**config.mk**
```make
export PLATFORM = sky130hd
export DESIGN_NAME = pingpong_bank_ctrl_flat
export DESIGN_NICKNAME = d
export VERILOG_FILES = /design/src/rtl/pingpong_bank_ctrl_if.sv /design/src/rtl/pingpong_bank_ctrl.sv /design/src/flat_wrapper.sv
export SDC_FILE = /design/constraint.sdc
export NUM_CORES = 1
export LEC_CHECK = 0
export CAP_MARGIN = 20
export CORE_AREA = 2 2 69 71
export CTS_CLUSTER_SIZE = 40
export DETAILED_ROUTE_END_ITERATION = 8
export DIE_AREA = 0 0 71 73
export HOLD_SLACK_MARGIN = 0.03
export PLACE_DENSITY = 0.68
export SETUP_SLACK_MARGIN = 0.2
export SYNTH_ARGS = -nofsm -noshare
export SYNTH_HDL_FRONTEND = slang
export SYNTH_SLANG_ARGS = --single-unit
export TNS_END_PERCENT = 30
```
**constraint.sdc**
```tcl
create_clock -name clk -period 1.7 [get_ports clk]
set_input_delay 0.425 -clock clk [delete_from_list [all_inputs] [get_ports clk]]
set_output_delay 0.425 -clock clk [all_outputs]
set_load 0.05 [all_outputs]
```
**src/rtl/pingpong_bank_ctrl_if.sv**
```systemverilog
// Producer-write, consumer-read and status bundle of the ping-pong bank controller.
// The master modport is the controller side; the slave modport is the producer/consumer/bank side.
interface pingpong_bank_ctrl_if #(
  parameter int ADDR_W = 14
);
  logic              wr_valid;
  logic              prod_ready;
  logic              bank0_wren;
  logic              bank1_wren;
  logic [ADDR_W-1:0] wr_addr;
  logic              cons_valid;
  logic              cons_start;
  logic [ADDR_W-1:0] cons_rd_addr;
  logic [ADDR_W-1:0] rd_addr;
  logic              rd_sel;
  logic              cons_done;
  logic              err;
  logic [15:0]       frames_done;

  modport master (
    input  wr_valid, cons_rd_addr, cons_done,
    output prod_ready, bank0_wren, bank1_wren, wr_addr, cons_valid, cons_start,
           rd_addr, rd_sel, err, frames_done
  );

  modport slave (
    output wr_valid, cons_rd_addr, cons_done,
    input  prod_ready, bank0_wren, bank1_wren, wr_addr, cons_valid, cons_start,
           rd_addr, rd_sel, err, frames_done
  );
endinterface

```
**src/rtl/pingpong_bank_ctrl.sv**
```systemverilog
// Two-bank ping-pong frame buffer controller: producer fill, consumer drain launch, bank recycling.
// Optional drained-frame counter enabled by macro PINGPONG_FRAME_CNT_EN.
module pingpong_bank_ctrl #(
  parameter int ADDR_W      = 14,
  parameter int FRAME_WORDS = 12321
) (
  input logic                  clk,
  input logic                  rst,
  pingpong_bank_ctrl_if.master bus
);

  typedef enum logic [1:0] {
    EMPTY    = 2'd0,
    FILLING  = 2'd1,
    FULL     = 2'd2,
    DRAINING = 2'd3
  } bank_st_t;

  localparam logic [ADDR_W-1:0] LAST_ADDR = ADDR_W'(FRAME_WORDS - 1);

  bank_st_t          st_q [0:1];
  bank_st_t          st_d [0:1];
  logic              wp_q, wp_d;
  logic              rp_q, rp_d;
  logic [ADDR_W-1:0] addr_q, addr_d;
  logic              cv_q, cv_d;
  logic              cs_q, cs_d;
  logic              err_q, err_d;
  logic              prod_ready;
  logic              acc;
  logic              done_acc;

  always_ff @(posedge clk) begin
    if (rst) begin
      st_q[0] <= EMPTY;
      st_q[1] <= EMPTY;
      wp_q    <= 1'b0;
      rp_q    <= 1'b0;
      addr_q  <= '0;
      cv_q    <= 1'b0;
      cs_q    <= 1'b0;
      err_q   <= 1'b0;
    end else begin
      st_q[0] <= st_d[0];
      st_q[1] <= st_d[1];
      wp_q    <= wp_d;
      rp_q    <= rp_d;
      addr_q  <= addr_d;
      cv_q    <= cv_d;
      cs_q    <= cs_d;
      err_q   <= err_d;
    end
  end

  always_comb begin
    st_d[0]    = st_q[0];
    st_d[1]    = st_q[1];
    wp_d       = wp_q;
    rp_d       = rp_q;
    addr_d     = addr_q;
    cv_d       = cv_q;
    cs_d       = 1'b0;
    err_d      = err_q;
    prod_ready = (st_q[wp_q] == EMPTY) || (st_q[wp_q] == FILLING);
    acc        = bus.wr_valid && prod_ready;
    done_acc   = bus.cons_done && cv_q;

    // Write side and read side touch different banks, so both updates apply independently.
    if (acc) begin
      if (addr_q == LAST_ADDR) begin
        st_d[wp_q] = FULL;
        addr_d     = '0;
        wp_d       = ~wp_q;
      end else begin
        st_d[wp_q] = FILLING;
        addr_d     = addr_q + ADDR_W'(1);
      end
    end

    if (bus.wr_valid && !prod_ready) err_d = 1'b1;
    if (bus.cons_done && !cv_q)      err_d = 1'b1;

    if (done_acc) begin
      st_d[rp_q] = EMPTY;
      rp_d       = ~rp_q;
      cv_d       = 1'b0;
    end else if (!cv_q && st_q[rp_q] == FULL) begin
      st_d[rp_q] = DRAINING;
      cv_d       = 1'b1;
      cs_d       = 1'b1;
    end
  end

  assign bus.prod_ready = prod_ready;
  assign bus.bank0_wren = acc && !wp_q;
  assign bus.bank1_wren = acc && wp_q;
  assign bus.wr_addr    = addr_q;
  assign bus.cons_valid = cv_q;
  assign bus.cons_start = cs_q;
  assign bus.rd_addr    = bus.cons_rd_addr;
  assign bus.rd_sel     = rp_q;
  assign bus.err        = err_q;

`ifdef PINGPONG_FRAME_CNT_EN
  logic [15:0] fcnt_q;

  always_ff @(posedge clk) begin
    if (rst)           fcnt_q <= '0;
    else if (done_acc) fcnt_q <= fcnt_q + 16'd1;
  end

  assign bus.frames_done = fcnt_q;
`else
  assign bus.frames_done = '0;
`endif

endmodule

```
**src/flat_wrapper.sv**
```systemverilog
// flat-port wrapper written by rule: the top's interface ports become plain ports
module pingpong_bank_ctrl_flat 
#(
  parameter int ADDR_W      = 14,
  parameter int FRAME_WORDS = 12321
)
  (clk, rst, bus_wr_valid, bus_cons_rd_addr, bus_cons_done, bus_prod_ready, bus_bank0_wren, bus_bank1_wren, bus_wr_addr, bus_cons_valid, bus_cons_start, bus_rd_addr, bus_rd_sel, bus_err, bus_frames_done);
  pingpong_bank_ctrl_if #(.ADDR_W(ADDR_W)) bus_i ();
  input logic clk;
  input logic rst;
  input wire logic [$bits(bus_i.wr_valid)-1:0] bus_wr_valid;
  input wire logic [$bits(bus_i.cons_rd_addr)-1:0] bus_cons_rd_addr;
  input wire logic [$bits(bus_i.cons_done)-1:0] bus_cons_done;
  output wire logic [$bits(bus_i.prod_ready)-1:0] bus_prod_ready;
  output wire logic [$bits(bus_i.bank0_wren)-1:0] bus_bank0_wren;
  output wire logic [$bits(bus_i.bank1_wren)-1:0] bus_bank1_wren;
  output wire logic [$bits(bus_i.wr_addr)-1:0] bus_wr_addr;
  output wire logic [$bits(bus_i.cons_valid)-1:0] bus_cons_valid;
  output wire logic [$bits(bus_i.cons_start)-1:0] bus_cons_start;
  output wire logic [$bits(bus_i.rd_addr)-1:0] bus_rd_addr;
  output wire logic [$bits(bus_i.rd_sel)-1:0] bus_rd_sel;
  output wire logic [$bits(bus_i.err)-1:0] bus_err;
  output wire logic [$bits(bus_i.frames_done)-1:0] bus_frames_done;
  assign bus_i.wr_valid = bus_wr_valid;
  assign bus_i.cons_rd_addr = bus_cons_rd_addr;
  assign bus_i.cons_done = bus_cons_done;
  assign bus_prod_ready = bus_i.prod_ready;
  assign bus_bank0_wren = bus_i.bank0_wren;
  assign bus_bank1_wren = bus_i.bank1_wren;
  assign bus_wr_addr = bus_i.wr_addr;
  assign bus_cons_valid = bus_i.cons_valid;
  assign bus_cons_start = bus_i.cons_start;
  assign bus_rd_addr = bus_i.rd_addr;
  assign bus_rd_sel = bus_i.rd_sel;
  assign bus_err = bus_i.err;
  assign bus_frames_done = bus_i.frames_done;
  pingpong_bank_ctrl #(.ADDR_W(ADDR_W), .FRAME_WORDS(FRAME_WORDS)) u_core (.clk(clk), .rst(rst), .bus(bus_i));
endmodule
```
==> run_results.csv <==
group,metric,value,unit
status,status,"finished with violations",
status,violations,"setup timing",
global_routing,antenna_found_initial,0,
layout,drive_gt1_frac,0.482,
die,start_util,0.308,
logic_synthesis,synth.largest_area_cell,"dfxtp_1",
logic_synthesis,ys_types,40,
placement,placed_cell_area,1820,µm²
worst_setup_path,path_buf_inv,2,
layout,diodes,0,
logic_synthesis,syn-instance-count,164,
clocking,clock_path_buffers,2,
route,wl_per_cell,12.5,µm
flow_run,max_cap_viol_count,0,
timing,finClkSkew,0.00388,ns
logic_synthesis,synth.top_cells.by_area,"dfxtp_1 (36%), buf_4 (17%), a21oi_1 (3.6%)",
worst_setup_path,crit_type,"flop to primary output",
timing,max_freq,0.568,GHz
worst_setup_path,critPathArrivalTime,1.34,ns
global_routing,grt_remaining_overflow,0,
clocking,cts_num_sinks,25,
placement,place_inst,237,
worst_setup_path,endpoint_kind,"primary output",
worst_setup_path,crit_cells,4,
route,drt_pass1_iterations,4,
pwr,vdd_drop_max,0.359,mV
global_routing,grt_max_degree,15,
worst_setup_path,ff2ff_path_depth,5,
timing,holdWs,0.513,ns
layout,layout.nets,216,
logic_synthesis,synth.ff_latch_count,25,
global_routing,grt_busiest_layer,"met2",
route,drc_errors,0,
global_routing,grtUsageTotal,0.110,
global_routing,met1_usage,0.147,
route,first_iter_violations,38,
hold_path,min_to,"u_core.bus.wr_addr[13]",
die,dieArea,5180,µm²
hold_path,hold_start,"u_core.bus.wr_addr[13]",
hold_path,hold_class,"flop to flop",
logic_synthesis,synth_seq_area_share,0.358,
pwr,powerDensity,572,nW/µm²
logic_synthesis,synth_top_area_share,0.358,
layout,postLayoutCellArea,2060,µm²
worst_setup_path,path_cells,"mux2_4, inv_8, and3_4, buf_12",
worst_setup_path,r2r_slack,0.03,ns
logic_synthesis,avgSynthCellArea,8.52,µm²
logic_synthesis,yosys_warnings,0,
route,routed_via_density,4.81,
hold_path,hold_depth,2,
timing,rsz0062_at_grt,"yes",
die,die_h,73,µm
clocking,tritoncts,"done",
placement,gp_congestion,0.798,
timing,finalCritPeriodShare,1.04,
die,io_pins,69,
worst_setup_path,path_delay_family,"flip-flops",
global_routing,grt_pass1_vias,1058,
timing,period_minus_slack,1.76,ns
placement,place_hpwl,2.14,mm
logic_synthesis,netlist_area,1400,µm²
pwr,totalPowerFinal,1180,µW
die,core-area,4540,µm²
pwr,p_leak,0.000767,µW
clocking,clk_pin_slew,0.09,ns
clocking,cts_buffers,3,
worst_setup_path,path_max_fanout,4,
timing,finalSetupViolCount,3,
worst_setup_path,slowest_delay,0.33,ns
worst_setup_path,worstPathRequired,1.27,ns
worst_setup_path,cp-start-kind,"flop",
timing,hold_viol,0,
global_routing,grt_pass1_wl,4.68,mm
layout,final_cells,249,
global_routing,met2_usage,0.174,
worst_setup_path,slowest_stage,"dfxtp_2",
die,num_rows,25,
route,vias,1198,
timing,setup_ws,-0.0612,ns
clocking,clk_latency,0.27,ns
timing,drv_slew,0,
worst_setup_path,reg2reg_to,"u_core.bus.wr_addr[11]",
route,wirelength,3.11,mm
clocking,cts-root-buf,"clkbuf_8",
clocking,h-tree-depth,1,
die,die_w,71,µm
global_routing,grt_use_met3,0.0180,
layout,postLayoutCoreUtil,0.455,
layout,area_growth,47.5,%
route,ant_nets,0,
placement,portBuffers,24,
[sequential cells by signal, summed over array words and instances (netlist names), named ones only]
register / cells
u_core.bus.cons_start: 1
u_core.bus.wr_addr: 14
u_core.bus.rd_sel: 1
u_core.st_q: 4
u_core.wp_q: 1
u_core.bus.err: 1
u_core.bus.cons_valid: 1
[timing repair]
item / in CTS / in global routing
endpoints found under the setup margin: 21 / 23
pin swaps: 12 / 18
hold buffers: 0 / 0
gates resized for setup: 18 / 20
setup buffers: 4 / 4
[kinds of logic (layout without fill, tap and decap cells)]
group / Yosys count / count (layout) / share of synthesized area
compound gates: 24 / 24 / 0.107
fa+ha+maj: 2 / 2 / 0.0179
xor+xnor: 10 / 10 / 0.0627
simple gates: 58 / 58 / 0.227
flops: 25 / 25 / 0.358
other cells: 1 / 16 / 0.00268
mux: 3 / 3 / 0.0251
buf+inv: 41 / 57 / 0.200
[worst max-delay path by stage]
stage	from	endpoint	slack, ns
after global routing	flop	bus_bank1_wren	-0.1
after detailed placement	bus_wr_valid	u_core.bus.wr_addr[11]	-0.30
after CTS	flop	bus_bank1_wren	-0.06
after global placement	bus_wr_valid	u_core.bus.wr_addr[13]	-0.24
after floorplan	bus_wr_valid	u_core.bus.wr_addr[13]	0.12
final	flop	bus_bank1_wren	-0.06
[stage by stage]
step                setup TNS, ns  setup WS [ns]
CTS                       -0.0925        -0.0585
finish                    -0.0970        -0.0612
global placement            -2.17         -0.236
global route               -0.229        -0.0952
detailed placement          -3.04         -0.301
floorplan                       0          0.119
[metal layers]
metal,vias to the layer above,part of all wire
met5,-,0
met4,0,0.020
met3,6,0.036
met2,28,0.47
met1,572,0.47
li1,592,-
[power by group]
| group | total, µW | internal [µW] | switching (µW) |
|---|---|---|---|
| logic | 229 | 69.9 | 159 |
| registers | 594 | 583 | 10.8 |
| clock network | 356 | 164 | 192 |
[placed cells by master (no fill, tap or decap), types with 3 or more instances in the layout]
master	n
a21oi_1	4
inv_1	3
nor2_1	3
or3_1	3
dfxtp_4	9
nand4_1	5
xor2_1	5
o31ai_1	3
xnor2_1	5
conb_1	16
buf_4	26
o21ai_0	3
buf_12	15
nor2_2	4
nand3_1	7
a21oi_2	6
nor2_4	5
dfxtp_1	10
nor3_1	3
nand2_1	8
clkbuf_8	3
dfxtp_2	6
[synth_stat cells, drive strengths merged]
master,instances
or3,3
xnor2,5
and4,1
a221oi,1
nor3,3
nor3b,2
nor2,12
a311oi,1
and3,2
a31o,1
o21ai,3
nor4b,2
nand2,9
dfxtp,25
o21bai,2
inv,7
nor4,1
nand4,5
nor2b,1
ha,2
nand2b,1
or2,2
xor2,5
a31oi,2
nand3,9
or4,3
a211oi,1
o31ai,3
mux2i,2
or4b,1
or4bb,1
conb,1
a21oi,10
mux2,1
buf,34
[worst register-to-register path, cell delays in order (launching register included)]
cell	delay [ns]
dfxtp_2	0.33
mux2_4	0.33
buf_4	0.17
or2_4	0.25
or4_1	0.40
a21oi_1	0.13
[area by class of cell]
type	instances	area (µm²)
clock inverters	1	5.00
well taps	54	67.6
multi-input cells	113	817
clock buffers	3	41.3
flip-flops and latches	25	542
inverters	7	42.5
fillers	426	2470
repair buffers	46	547
No activity file was read; power rests on OpenSTA's default activity.
